==> config.mk <==
export PLATFORM = sky130hd
export DESIGN_NAME = cw305_crypto_ctrl
export DESIGN_NICKNAME = d
export VERILOG_FILES = /design/src/rtl/cw305_crypto_ctrl.sv
export SDC_FILE = /design/constraint.sdc
export NUM_CORES = 1
export LEC_CHECK = 0
export ABC_AREA = 1
export BUFFER_PORTS_ARGS = -buffer_cell sky130_fd_sc_hd__buf_4
export CORE_AREA = 2 2 364 366
export CTS_BUF_LIST = sky130_fd_sc_hd__clkbuf_4
export DETAILED_ROUTE_END_ITERATION = 12
export DIE_AREA = 0 0 366 368
export PLACE_DENSITY = 0.37
export SLEW_MARGIN = 0
export SYNTH_ARGS = -nofsm -noshare
export SYNTH_HDL_FRONTEND = slang
export SYNTH_SLANG_ARGS = --single-unit
export TNS_END_PERCENT = 100
==> constraint.sdc <==
create_clock -name crypto_clk -period 1.7 [get_ports crypto_clk]
set_clock_uncertainty 0.15 [all_clocks]
set_input_delay 0.17 -clock crypto_clk [delete_from_list [all_inputs] [get_ports crypto_clk]]
set_output_delay 0.17 -clock crypto_clk [all_outputs]
set_load 0.005 [all_outputs]
==> src/rtl/cw305_crypto_ctrl.sv <==
// cw305_crypto_ctrl: crypto-domain sequencer between register block and core.
// Skips key expansion for a repeated key, measures latency, aborts on timeout.
module cw305_crypto_ctrl #(
  parameter int pKEY_WIDTH = 128,
  parameter int pPT_WIDTH  = 128,
  parameter int pCT_WIDTH  = 128,
  parameter int pTIMEOUT   = 1024,
  parameter int pCNT_WIDTH = 32
) (
  input  logic                  crypto_clk,
  input  logic                  reset_n,
  input  logic                  start_i,
  input  logic [pKEY_WIDTH-1:0] key_i,
  input  logic [pPT_WIDTH-1:0]  text_i,
  output logic                  ready_o,
  output logic                  busy_o,
  output logic                  done_o,
  output logic                  error_o,
  output logic [pCT_WIDTH-1:0]  cipher_o,
  output logic [pPT_WIDTH-1:0]  textout_o,
  output logic [pCNT_WIDTH-1:0] cycles_o,
  output logic                  trig_o,
  output logic                  core_key_load_o,
  output logic [pKEY_WIDTH-1:0] core_key_o,
  input  logic                  core_key_ready_i,
  output logic                  core_load_o,
  output logic [pPT_WIDTH-1:0]  core_text_o,
  input  logic                  core_valid_i,
  input  logic [pCT_WIDTH-1:0]  core_result_i
);

  typedef enum logic [2:0] {
    S_IDLE,
    S_KEYLOAD,
    S_KEYWAIT,
    S_LOAD,
    S_RUN,
    S_DONE
  } state_t;

  localparam int TW = $clog2(pTIMEOUT + 1);
  localparam logic [TW-1:0] TMO_LAST = TW'(pTIMEOUT - 1);
  localparam logic [TW-1:0] TMO_ONE  = TW'(1);
  localparam logic [pCNT_WIDTH-1:0] CNT_ONE = pCNT_WIDTH'(1);
  localparam logic [pCNT_WIDTH-1:0] CNT_MAX = '1;

  state_t          state;
  logic            key_valid;
  logic [TW-1:0]   tmo_cnt;
  logic            tmo_hit;

  assign ready_o = (state == S_IDLE);
  assign busy_o  = (state != S_IDLE);
  assign tmo_hit = (tmo_cnt == TMO_LAST);

  always_ff @(posedge crypto_clk or negedge reset_n) begin
    if (!reset_n) begin
      state           <= S_IDLE;
      key_valid       <= 1'b0;
      tmo_cnt         <= '0;
      done_o          <= 1'b0;
      error_o         <= 1'b0;
      cipher_o        <= '0;
      textout_o       <= '0;
      cycles_o        <= '0;
      trig_o          <= 1'b0;
      core_key_load_o <= 1'b0;
      core_key_o      <= '0;
      core_load_o     <= 1'b0;
      core_text_o     <= '0;
    end else begin
      core_key_load_o <= 1'b0;
      core_load_o     <= 1'b0;
      done_o          <= 1'b0;
      unique case (state)
        S_IDLE: begin
          if (start_i) begin
            core_key_o  <= key_i;
            core_text_o <= text_i;
            error_o     <= 1'b0;
            if (!key_valid || key_i != core_key_o) begin
              state           <= S_KEYLOAD;
              core_key_load_o <= 1'b1;
            end else begin
              state       <= S_LOAD;
              core_load_o <= 1'b1;
              trig_o      <= 1'b1;
            end
          end
        end
        S_KEYLOAD: begin
          state   <= S_KEYWAIT;
          tmo_cnt <= '0;
        end
        S_KEYWAIT: begin
          if (core_key_ready_i) begin
            key_valid   <= 1'b1;
            state       <= S_LOAD;
            core_load_o <= 1'b1;
            trig_o      <= 1'b1;
          end else if (tmo_hit) begin
            error_o   <= 1'b1;
            key_valid <= 1'b0;
            state     <= S_DONE;
            done_o    <= 1'b1;
          end else begin
            tmo_cnt <= tmo_cnt + TMO_ONE;
          end
        end
        S_LOAD: begin
          state    <= S_RUN;
          cycles_o <= CNT_ONE;
          tmo_cnt  <= '0;
        end
        S_RUN: begin
          if (cycles_o != CNT_MAX) begin
            cycles_o <= cycles_o + CNT_ONE;
          end
          // a valid on the final allowed cycle beats the timeout
          if (core_valid_i) begin
            cipher_o  <= core_result_i;
            textout_o <= core_text_o;
            trig_o    <= 1'b0;
            state     <= S_DONE;
            done_o    <= 1'b1;
          end else if (tmo_hit) begin
            error_o   <= 1'b1;
            key_valid <= 1'b0;
            trig_o    <= 1'b0;
            state     <= S_DONE;
            done_o    <= 1'b1;
          end else begin
            tmo_cnt <= tmo_cnt + TMO_ONE;
          end
        end
        S_DONE: begin
          state <= S_IDLE;
        end
        default: begin
          state <= S_IDLE;
        end
      endcase
    end
  end

endmodule

* Word level (Yosys, flattened, before mapping)
Index checks and enable logic that the tools add are counted.
** Operators by class
- Add/subtract/negate cells :: 2
- Multipliers :: 0
- Div/mod/pow operators :: 0
- Order comparisons :: 0
- Eq/ne operators :: 14
- Shift operators :: 0
- Muxes and demuxes :: 38
- Bitwise logic cells :: 0
- Reduce and logical (&&, ||, !) cells :: 16
** Operator list (count)
- inequality test 128 bit :: 1
- case mux 32 bit (2 select lines) :: 1
- two-way mux 11 bit :: 3
- case mux 11 bit (3 select lines) :: 1
- adder 32 x 1 -> 32 bit (second input constant) :: 1
- two-way mux 32 bit :: 1
- inequality test 32 bit (second input constant) :: 1
- two-way mux 1 bit :: 21
- case mux 3 bit (5 select lines) :: 1
- two-way mux 3 bit :: 4
- inequality test 2 bit (second input constant) :: 6
- adder 11 x 1 -> 11 bit (second input constant) :: 1
- == test 11 x 10 -> 1 bit (second input constant) :: 1
- nonzero test 3 bit :: 3
- AND reduction 2 bit :: 4
- == test 3 x 2 -> 1 bit (second input constant) :: 2
- case mux 1 bit (2 select lines) :: 3
- case mux 1 bit (3 select lines) :: 2
- AND reduction 5 bit :: 1
- AND reduction 4 bit :: 1
- nonzero test 2 bit :: 2
- == test 3 x 1 -> 1 bit (second input constant) :: 1
- == test 3 bit (second input constant) :: 1
- zero test 3 bit :: 1
- other kinds (6) :: 6
** Word-level totals
- Register bits after elaboration :: 564
- Latch bits :: 0
- RAM bits :: 0
- Bits in read-only memories :: 0
- Word-level logic and storage cells :: 83
- Memories :: 0

* Depth between registers and ports, before layout
- Depth after elaboration :: 5
- Depth in mapped cells :: 15
- Depth with buffers taken out :: 15

* Worst setup path before layout
Ideal clock, no wire load.
- Path kind :: flip-flop to flip-flop
- From :: register cycles_o[0]
- To :: register cycles_o[7]
- Arrival time :: 1.660 ns
- Slack :: -0.232 ns
- Stages on the path, launching flop included :: 14
- Cells stage by stage :: dfrtp_1 ha_1 inv_1 nor3_4 nand2_2 nor2_4 nand3_2 nand2_2 nand2_2 inv_2 buf_6 nor2_1 o21ai_1 nor2_1
** Between the ends
- Cells in the longest elaborated chain, start to end :: 3
- Elaborated cells on any way between the ends :: 6
- Those cells by class :: add/sub (1); eq/ne (2); mux (2); reduce/logical (1)
** Ends and longest elaborated chain
- start, declared :: line 21 : output logic [pCNT_WIDTH-1:0] cycles_o,
- start signal, assigned :: line 117 : cycles_o <= cycles_o + CNT_ONE;
- adder 32 x 1 -> 32 bit / inequality test 32 bit (equally long branches) :: line 117, 116
- two-way mux 32 bit / inequality test 2 bit (equally long branches)
- case mux 32 bit (2 select lines) / AND reduction 2 bit (equally long branches)
Several ways; a longest one is shown, not always the timed one. The select of a mux whose other input is x is not followed.
A chain may end at the register's enable or synchronous reset.

* Worst setup path after layout
- From :: register state[1]
- To :: output busy_o
** Between the ends
- Cells in the longest elaborated chain, start to end :: 1
** Ends and longest elaborated chain
- start, declared :: line 47 : state_t state;
- start signal, assigned :: line 58 : state <= S_IDLE;
- start signal, assigned :: line 82 : state <= S_KEYLOAD;
- start signal, assigned :: line 85 : state <= S_LOAD;
- nonzero test 3 bit :: line 53 : assign busy_o = (state != S_IDLE);
- end, declared :: line 16 : output logic busy_o,
Every way passes these cells.

==> flow_metrics.py <==
metrics = {
    "status": {
        "status": "complete, but fails checks",
        "violations": "setup timing",
    },
    "critical_path": {
        "path_max_fanout": 3,
        "crit_type": "reg2out",
        "cp.required_ns": 1.38,
        "reg2reg_from": "cycles_o[0]$_DFFE_PN0P_",
        "rrSetupSlack_ns": -0.44,
        "cp-startpoint": "state[1]$_DFFE_PN0P_",
        "r2r_cells": 14,
        "worstPathArrival_ns": 2.10,
        "end_kind": "primary output",
        "r2r-end": "cycles_o[11]$_DFFE_PN0P_",
        "start_kind": "flop",
    },
    "sta": {
        "finalCriticalPeriod_ns": 2.418,
        "finalCritPeriodShare": 1.422,
        "fmax_ghz": 0.4136,
        "slew_headroom": 0.6086,
        "worst_pin_slew_ns": 0.5872,
        "worst_slack_ns": -0.7177,
        "rsz0062_at_grt": "true",
        "setup_violations": 1111,
        "slew_viol_final": 0,
        "finalHoldViolations": 0,
        "tns_ns": -279.78,
    },
    "final_layout": {
        "area_growth_pct": 125.8,
        "finalNetCount": 5805,
        "drive_above_1_share": 0.4126,
        "final_common_cell": "nand2_1",
        "layout_common_cells": "971 x nand2_1, 912 x buf_4, 791 x dlygate4sd3_1",
        "finish.instance_area_um2": 54260,
    },
    "clocking": {
        "clock_path_buffers": 3,
        "path_clk_slew_ns": 0.06,
        "clock_sinks": 564,
        "htreeDepth": 4,
        "insertion_delay_ns": 1.14,
        "cts-root-buf": "clkbuf_4",
        "numCtsBuffers": 175,
        "cts_tree": "built",
    },
    "routing": {
        "vias_per_cell": 3.926,
        "top_layer": "met5",
        "postRouteAntennaNets": 0,
        "dr.pass1.iters": 7,
        "routedWlPerCell_um": 17.25,
        "drc": 0,
        "wl_met2_um": 62800,
        "first_iter_violations": 1165,
        "vias": 28610,
        "drt-total-wl_um": 125600,
        "wl_met3_um": 7700,
        "wl_met1_um": 51620,
    },
    "synth": {
        "ys_seq_area_frac": 0.5873,
        "synth_area_per_cell_um2": 8.607,
        "synth_edf_count": 0,
        "synth_flop_cell": "dfrtp_1",
        "yosys.area.top_type": "dfrtp_1",
        "ys_types": 41,
        "synth_area_leaders": "dfrtp_1 59%, nand2_1 16%, o21ai_0 7.8%",
        "syn_inst": 2792,
        "synthArstFlopShare": 1.000,
        "ys_seq_elements": 564,
        "yosys_warnings": 0,
        "synth_top_area_frac": 0.5873,
        "syn_area_um2": 24030,
        "synth_fp_nets": 3183,
    },
    "power": {
        "switchingPower_uw": 29230,
        "p_int_uw": 54180,
        "leakagePower_uw": 0.02706,
        "p_seq_frac": 0.292,
        "p_clk_frac": 0.159,
        "peakVddDrop_mv": 0.8994,
        "switching_share": 0.3504,
        "p_per_area_nw_per_um2": 1537,
        "combPwrFrac": 0.549,
    },
    "flow_run": {
        "cap_violations": 0,
    },
    "global_routing": {
        "grt_util_all_layers": 0.1792,
        "grt_max_degree": 77,
        "grt_pass1_vias": 29550,
        "grt_pass1_wl_um": 183100,
        "grt_overflow_total": 0,
        "antenna_found_initial": 17,
    },
    "die": {
        "core_um2": 130800,
        "row_count": 133,
        "fp.dieArea_um2": 134700,
        "io_pins": 940,
        "chipWidth_um": 366,
        "start_util": 0.1837,
        "die_y_um": 368,
    },
    "worst_hold_path": {
        "min_to": "cipher_o[31]$_DFFE_PN0P_",
        "hp-class": "in2reg",
        "hold_path_startpoint": "core_result_i[31]",
        "hold_depth": 5,
    },
    "placement": {
        "place_area_um2": 36930,
        "dp_hpwl_um": 90070,
        "io_buffers": 939,
        "routabilityCongestion": 0.8507,
    },
}
[critical path, stage by stage (launching register included)]
cell     delay, ns
dfrtp_1       0.40
inv_2         0.09
nand2_4       0.06
nor2_4        0.15
inv_4         0.05
buf_12        0.13
buf_6         0.11
[flip-flops by register name, indices dropped and copies added, names as in the netlist]
register / cells
cipher_o: 128
core_key_o: 128
core_text_o: 128
textout_o: 128
cycles_o: 32
tmo_cnt: 11
state: 3
core_key_load_o: 1
core_load_o: 1
done_o: 1
error_o: 1
key_valid: 1
trig_o: 1
[cell families after synthesis]
kind of cell / after synthesis / synth area share
DFF: 564 / 0.5873
buffers and inverters: 452 / 0.07388
and+or+nand+nor: 1242 / 0.2056
muxes: 31 / 0.01453
xor gates and xnor gates: 64 / 0.02333
AOI/OAI and AO/OA: 437 / 0.09429
adders and majority gates: 2 / 0.001041
[metrics by stage]
step	std cells	total power [uW]	hold slack, ns	util	setup slack (ns)
6_report	7286	83410	0.1761	0.4148	-0.7177
5_1_grt	7284	88980	0.01936	0.4148	-0.9567
4_1_cts	7116	79670	0.0005160	0.3932	-0.9157
3_5_place_dp	5836	55030	-0.08204	0.2824	-0.5275
3_3_place_gp	5836	55030	-0.08121	0.2824	-0.5315
2_1_floorplan	2792	34130	-0.2756	-	-0.1955
[repair_timing]
item | 4_1_cts | 5_1_grt
buffers inserted | 206 | 138
gates cloned | 6 | 21
pin swaps | 3 | 44
setup endpoints to repair | 1101 | 1115
hold buffers | 792 | 0
resized for setup | 749 | 331
endpoints found under the hold margin | 1096 | 0
[Yosys cell counts (3+ instances only)]
cell and n:
nand2_1 1045, dfrtp_1 564, o21ai_0 376, inv_1 325, nor2_1 93, clkbuf_1 66, buf_2 45, xnor2_1 37
mux2_2 31, nand3_1 30, xor2_1 27, nand4_1 19, nor3_1 19, o22ai_1 17, a21oi_1 14, inv_2 9
nand2_2 8, o21a_1 8, o21ai_1 7, o31ai_1 7, nor4_1 6, nor2_2 4, nor3_2 4, a31oi_1 3
nand3_2 3, nor3b_1 3
[worst max-delay path by stage]
stage | end | slack (ns) | depth (start not counted)
detailed placement | core_key_load_o$_DFF_PN0_ | -0.53 | 12
finish | busy_o | -0.72 | 6
global route | busy_o | -0.96 | 6
global placement | trig_o$_DFFE_PN0P_ | -0.53 | 15
CTS | busy_o | -0.92 | 6
floorplan | cycles_o[7]$_DFFE_PN0P_ | -0.20 | 13
[layer usage]
layer  GRT usage  vias to the layer above
met4     0.06007                       10
met5           0                        -
li1            -                    14080
met3     0.05581                      213
met1      0.2112                    13550
met2      0.3075                      753
[area by class of cell]
cell class                 instances  area, um^2
inverter                         336        1284
fill                           13240       76540
multi-input combinational       1776        9130
timing repair buffer            2561       25450
tap                             1755        2196
clock inverter                    33       190.2
clock buffer                     244        1832
antenna                           17       42.54
sequential                       564       14130
[power groups by stage]
stage	logic (uW)	clock network [uW]	registers, uW
5_1_grt	49300	14700	25000
4_1_cts	41500	13900	24200
6_report	45800	13300	24400
2_1_floorplan	10500	0	23600
3_5_place_dp	31500	0	23500
3_3_place_gp	31600	0	23400
Note: power is estimated with default switching activity, not from simulation.
